File: src/rtl/cc_bus_pkg.sv
// Shared definitions for the parallel host bus initiator and responder.
// Latency: n/a (types, constants and helpers only).
// Backpressure: n/a.
package cc_bus_pkg;

    // Wait-state counter width; WAIT_STATES must fit in it (0..15).
    localparam int CNT_W = 4;

    typedef enum logic [1:0] {
        IDLE   = 2'd0,
        SETUP  = 2'd1,
        STROBE = 2'd2,
        HOLD   = 2'd3
    } bus_state_t;

    // Number of cycles the rd/wr strobe is held low.
    function automatic int unsigned strobe_cycles(input int unsigned wait_states);
        return wait_states + 1;
    endfunction

    // Counter load value: the counter sits in STROBE until it reaches zero,
    // so it is loaded with one less than the strobe width.
    function automatic logic [CNT_W-1:0] wait_load(input int unsigned wait_states);
        return CNT_W'(strobe_cycles(wait_states) - 1);
    endfunction

endpackage

File: src/rtl/cc_wait_counter.sv
// Loadable down-counter with a zero flag, used to time bus strobe widths.
// Latency: load/decrement take effect on the next clock edge; done is combinational from the count.
// Backpressure: none; decrement saturates at zero instead of wrapping.
//
// Ports:
//   clk, reset     clock and synchronous active-low reset (count -> 0)
//   load, load_val load a new count (load has priority over dec)
//   dec            decrement by one when nonzero
//   done           count is zero
module cc_wait_counter
    import cc_bus_pkg::*;
(
    input  logic             clk,
    input  logic             reset,
    input  logic             load,
    input  logic [CNT_W-1:0] load_val,
    input  logic             dec,
    output logic             done
);

    logic [CNT_W-1:0] count;

    always_ff @(posedge clk) begin
        if (!reset) begin
            count <= '0;
        end else if (load) begin
            count <= load_val;
        end else if (dec && (count != '0)) begin
            count <= count - CNT_W'(1);
        end
    end

    assign done = (count == '0);

endmodule

File: src/rtl/cc_bus_master.sv
// Parallel host bus initiator: one read/write request becomes a cs/rd/wr strobe sequence.
// Latency: WAIT_STATES+3 cycles per transaction (SETUP, WAIT_STATES+1 STROBE, HOLD), then one IDLE cycle.
// Backpressure: ready=1 only in IDLE; req seen while busy is ignored, no queueing.
//
// Ports:
//   clk, reset                  clock, synchronous active-low reset
//   req/wr/addr/wdata           request, sampled when ready=1
//   ready                       idle and able to accept req
//   rdata, rdata_valid          last read data, one-cycle pulse on update
//   bus_addr, bus_dout, bus_din address and data to/from the pad cell
//   bus_oe                      pad drive enable (writes only)
//   bus_cs_n/bus_rd_n/bus_wr_n  active-low bus strobes
module cc_bus_master #(
    parameter int unsigned ADDR_WIDTH  = 16,
    parameter int unsigned DATA_WIDTH  = 8,
    parameter int unsigned WAIT_STATES = 2
) (
    input  logic                  clk,
    input  logic                  reset,
    input  logic                  req,
    input  logic                  wr,
    input  logic [ADDR_WIDTH-1:0] addr,
    input  logic [DATA_WIDTH-1:0] wdata,
    output logic                  ready,
    output logic [DATA_WIDTH-1:0] rdata,
    output logic                  rdata_valid,
    output logic [ADDR_WIDTH-1:0] bus_addr,
    output logic [DATA_WIDTH-1:0] bus_dout,
    input  logic [DATA_WIDTH-1:0] bus_din,
    output logic                  bus_oe,
    output logic                  bus_cs_n,
    output logic                  bus_rd_n,
    output logic                  bus_wr_n
);
    import cc_bus_pkg::*;

    localparam logic [CNT_W-1:0] LOAD_VAL = wait_load(WAIT_STATES);

    bus_state_t state;
    bus_state_t state_nxt;

    logic cur_wr;
    logic accept;
    logic cnt_load;
    logic cnt_dec;
    logic cnt_done;
    logic wr_eff;
    logic capture;

    logic ready_nxt;
    logic cs_n_nxt;
    logic rd_n_nxt;
    logic wr_n_nxt;
    logic oe_nxt;
    logic rv_nxt;

    cc_wait_counter u_wait_counter (
        .clk      (clk),
        .reset    (reset),
        .load     (cnt_load),
        .load_val (LOAD_VAL),
        .dec      (cnt_dec),
        .done     (cnt_done)
    );

    // Next state plus the next value of every registered output. Outputs are
    // decoded from the state being entered so the pins line up with it.
    always_comb begin
        state_nxt = state;
        accept    = 1'b0;
        cnt_load  = 1'b0;
        cnt_dec   = 1'b0;
        capture   = 1'b0;

        case (state)
            IDLE: begin
                if (req) begin
                    accept    = 1'b1;
                    state_nxt = SETUP;
                end
            end
            SETUP: begin
                cnt_load  = 1'b1;
                state_nxt = STROBE;
            end
            STROBE: begin
                if (cnt_done) begin
                    // Edge that ends the last strobe cycle: latch read data.
                    capture   = ~cur_wr;
                    state_nxt = HOLD;
                end else begin
                    cnt_dec = 1'b1;
                end
            end
            HOLD: begin
                state_nxt = IDLE;
            end
            default: begin
                state_nxt = IDLE;
            end
        endcase

        // Direction of the transaction being entered; on acceptance the
        // captured register has not been written yet.
        wr_eff    = accept ? wr : cur_wr;

        ready_nxt = (state_nxt == IDLE);
        cs_n_nxt  = (state_nxt == IDLE);
        rd_n_nxt  = ~((state_nxt == STROBE) && !wr_eff);
        wr_n_nxt  = ~((state_nxt == STROBE) &&  wr_eff);
        oe_nxt    = (state_nxt != IDLE) && wr_eff;
        rv_nxt    = capture;
    end

    always_ff @(posedge clk) begin
        if (!reset) begin
            state       <= IDLE;
            cur_wr      <= 1'b0;
            ready       <= 1'b1;
            bus_cs_n    <= 1'b1;
            bus_rd_n    <= 1'b1;
            bus_wr_n    <= 1'b1;
            bus_oe      <= 1'b0;
            bus_addr    <= '0;
            bus_dout    <= '0;
            rdata       <= '0;
            rdata_valid <= 1'b0;
        end else begin
            state       <= state_nxt;
            ready       <= ready_nxt;
            bus_cs_n    <= cs_n_nxt;
            bus_rd_n    <= rd_n_nxt;
            bus_wr_n    <= wr_n_nxt;
            bus_oe      <= oe_nxt;
            rdata_valid <= rv_nxt;
            if (accept) begin
                cur_wr   <= wr;
                bus_addr <= addr;
                bus_dout <= wdata;
            end
            if (capture) begin
                rdata <= bus_din;
            end
        end
    end

endmodule

File: config.mk
export PLATFORM = sky130hd
export DESIGN_NAME = cc_bus_master
export DESIGN_NICKNAME = d
export VERILOG_FILES = /design/src/rtl/cc_bus_pkg.sv /design/src/rtl/cc_wait_counter.sv /design/src/rtl/cc_bus_master.sv
export SDC_FILE = /design/constraint.sdc
export NUM_CORES = 1
export LEC_CHECK = 0
export BUFFER_PORTS_ARGS = -buffer_cell sky130_fd_sc_hd__buf_2
export CAP_MARGIN = 25
export CORE_UTILIZATION = 47
export CTS_CLUSTER_SIZE = 16
export DETAILED_ROUTE_END_ITERATION = 16
export PLACE_DENSITY = 0.79
export REMOVE_ABC_BUFFERS = 1
export SYNTH_ARGS = -nofsm -noshare
export SYNTH_HDL_FRONTEND = slang
export SYNTH_SLANG_ARGS = --single-unit
export TNS_END_PERCENT = 20
File: constraint.sdc
create_clock -name clk -period 2.5 [get_ports clk]
set_clock_uncertainty 0.15 [all_clocks]
set_input_delay 0.5 -clock clk [delete_from_list [all_inputs] [get_ports clk]]
set_output_delay 0.5 -clock clk [all_outputs]
set_load 0.005 [all_outputs]
==> impl_metrics.py <==
metrics = {
    "logic_synthesis": {
        "ys_async_sr_fraction": 0,
        "synth_cells": 195,
        "synth_cell_type_count": 26,
        "avgSynthCellArea_um2": 8.94,
        "synth_edf_count": 0,
        "synth-seq-cells": 44,
        "synthesis.area_um2": 1740,
        "yosys_warnings": 0,
        "yosysSeqAreaShare": 0.505,
        "yosys_most_used_dff": "dfxtp_1",
    },
    "finish": {
        "diodes": 0,
        "final_cell_area_um2": 2240,
        "drive_gt1_frac": 0.325,
        "syn2layout_area_growth_pct": 28.5,
        "nets": 308,
    },
    "sta": {
        "period_needed_ps": 1760,
        "slew_headroom": 0.759,
        "clock.fmax_mhz": 568,
        "post-route-period-util": 0.705,
        "worst_pin_slew_ps": 361,
        "final-setup-viol-count": 0,
        "finalMaxSlewViolations": 0,
        "rsz0062_at_grt": "no",
        "fin_tns_setup_ps": 0,
        "final_hold_viol_count": 0,
    },
    "critical_path": {
        "cp.arrival_ps": 1780,
        "critPathMaxFanout": 4,
        "r2r_start": "state[0]$_SDFF_PN0_",
        "worstSetupPathType": "reg -> reg",
        "cp-startpoint": "state[0]$_SDFF_PN0_",
        "critPathMaxStageDelay_ps": 380,
        "crit_required_ps": 2520,
        "r2r_cells": 5,
        "timing.critical_path.to_type": "flop",
        "cpMaxStageDelayCell": "dfxtp_1",
        "cp-start-kind": "flop",
        "worstPathCellList": "inv_1 -> ha_1 -> nand2_1 -> mux2_2 -> or3_1",
    },
    "global_routing": {
        "grt_usage": 0.185,
        "antenna_found_initial": 0,
        "grt_max_degree": 26,
        "overflow": 0,
        "grt_pass1_wl_um": 5750,
        "grt_pass1_vias": 1411,
    },
    "floorplanning": {
        "dieHeight_um": 62.9,
        "dieArea_um2": 3960,
        "ios": 74,
        "start_util": 0.506,
        "core_um2": 3440,
        "fp.dieW_um": 62.9,
        "fp-row-count": 21,
    },
    "placed_design": {
        "dp_hpwl_um": 2440,
        "gp_congestion": 0.733,
        "dpl_cell_area_um2": 2150,
        "portBuffers": 73,
    },
    "worst_hold_path": {
        "hold_depth": 3,
        "hold_start": "bus_din[7]",
        "min_path_type": "in -> reg",
    },
    "routing": {
        "via_per_inst": 4.69,
        "ant_nets": 0,
        "num_vias": 1474,
        "post_drt_wl_per_cell_um": 10.7,
        "route.detailed.drc": 0,
        "drt_pass1_iterations": 4,
        "wirelength_um": 3350,
        "drt_iter0_markers": 60,
    },
    "clocking": {
        "insertion_delay_ps": 280,
        "cts_setup_buffers": 0,
        "cts_tree": "yes",
        "numClockSinks": 44,
        "postCtsHoldBufs": 0,
        "htreeDepth": 2,
        "cts_resized": 0,
        "clock-root-buffer": "clkbuf_8",
        "cts_made_buffers": 5,
        "cts_buffer_depth": 2,
        "clk_pin_slew_worst_paths_ps": 80,
    },
    "flow_run": {
        "drv_cap": 0,
    },
    "pwr": {
        "peakVddDrop_uv": 474,
        "power_density_nw_per_um2": 962,
        "p_leak_nw": 1.05,
    },
    "status": {
        "status": "complete, no violations",
    },
}
## state kept, by name, summed over array words and instances (netlist names)
register / cells
cur_wr: 1
bus_oe: 1
rdata: 8
bus_rd_n: 1
state: 2
bus_addr: 16
u_wait_counter.count: 4
bus_cs_n: 1
rdata_valid: 1
bus_dout: 8
bus_wr_n: 1
## critical path: cells and delay by family, from the launching register on
kind	cells	cell delay [ps]
buf+inv	1	100
flops	1	380
simple gates	2	440
mux	1	370
fa+ha+maj	1	210
## worst paths after layout
| path | endpoint | slack, ps |
|---|---|---|
| setup / recovery | bus_rd_n$_SDFF_PN1_ | 740 |
| hold reg to reg | rdata[7]$_SDFFE_PN0P_ | 310 |
| hold / removal | rdata[7]$_SDFFE_PN0P_ | 300 |
| setup reg to reg | bus_rd_n$_SDFF_PN1_ | 740 |
## cells by family (layout without fill, tap and decap cells)
family,after synthesis,count (layout),share of synthesized area
AND/OR/NAND/NOR,89,89,0.220
flip-flops,44,44,0.505
AO/OA/AOI/OAI,30,30,0.140
buffers and inverters,17,90,0.0409
multiplexers,10,10,0.0581
adder cells (fa/ha/maj),5,5,0.0359
## cells in the mapped netlist (2+ instances only)
library cell  number  area [um^2]
dfxtp_1           44          881
nand2_1           70          263
buf_2              3         15.0
nand4b_1           2         17.5
o21ai_0            2         10.0
ha_1               5         62.6
clkbuf_1           8         30.0
inv_1              5         18.8
nor2_1             3         11.3
mux2i_1            9         90.1
and2_1             5         31.3
a21boi_0          25          188
## per-stage QoR
stage	hold slack, ps	total power [mW]	utilization	cells	setup slack, ps
after floorplan	300	1.44	-	183	97.5
after global placement	289	1.73	0.625	306	805
after detailed placement	300	1.75	0.625	306	743
after CTS	293	2.19	0.651	314	726
after global routing	304	2.33	0.651	314	629
final	304	2.15	0.651	314	738
## where the power goes
group	switching (mW)	internal (mW)	total, mW	leakage (nW)
registers	0.0767	0.856	0.933	0.360
clock network	0.209	0.225	0.435	0.0455
logic	0.433	0.354	0.787	0.641
## area by class of cell
type | instances | area [um^2]
clock buffers | 8 | 90.1
well taps | 46 | 57.6
repair buffers | 77 | 395
flip-flops and latches | 44 | 881
fillers | 332 | 1200
multi-input cells | 134 | 797
inverters | 5 | 18.8
## cells in the final DEF (no fill, tap or decap), types with 2 or more instances in the layout
cell type  Yosys  routed
clkbuf_1       8       2
nand2_1       70      70
ha_1           5       5
o21ai_0        2       2
nor2_1         3       3
and2_1         5       5
dfxtp_1       44      44
nand4b_1       2       2
mux2i_1        9       9
inv_1          5       5
buf_2          3      73
clkbuf_8       0       6
a21boi_0      25      25
buf_4          1       4
## routing by layer
metal  share of wire  wire length, um  global-route usage
met2            0.45             1490               0.328
met5               0                0                   0
met3           0.075              252              0.0529
met4          0.0081               27              0.0872
met1            0.47             1580               0.199
Power figures use the tool's default switching activity.
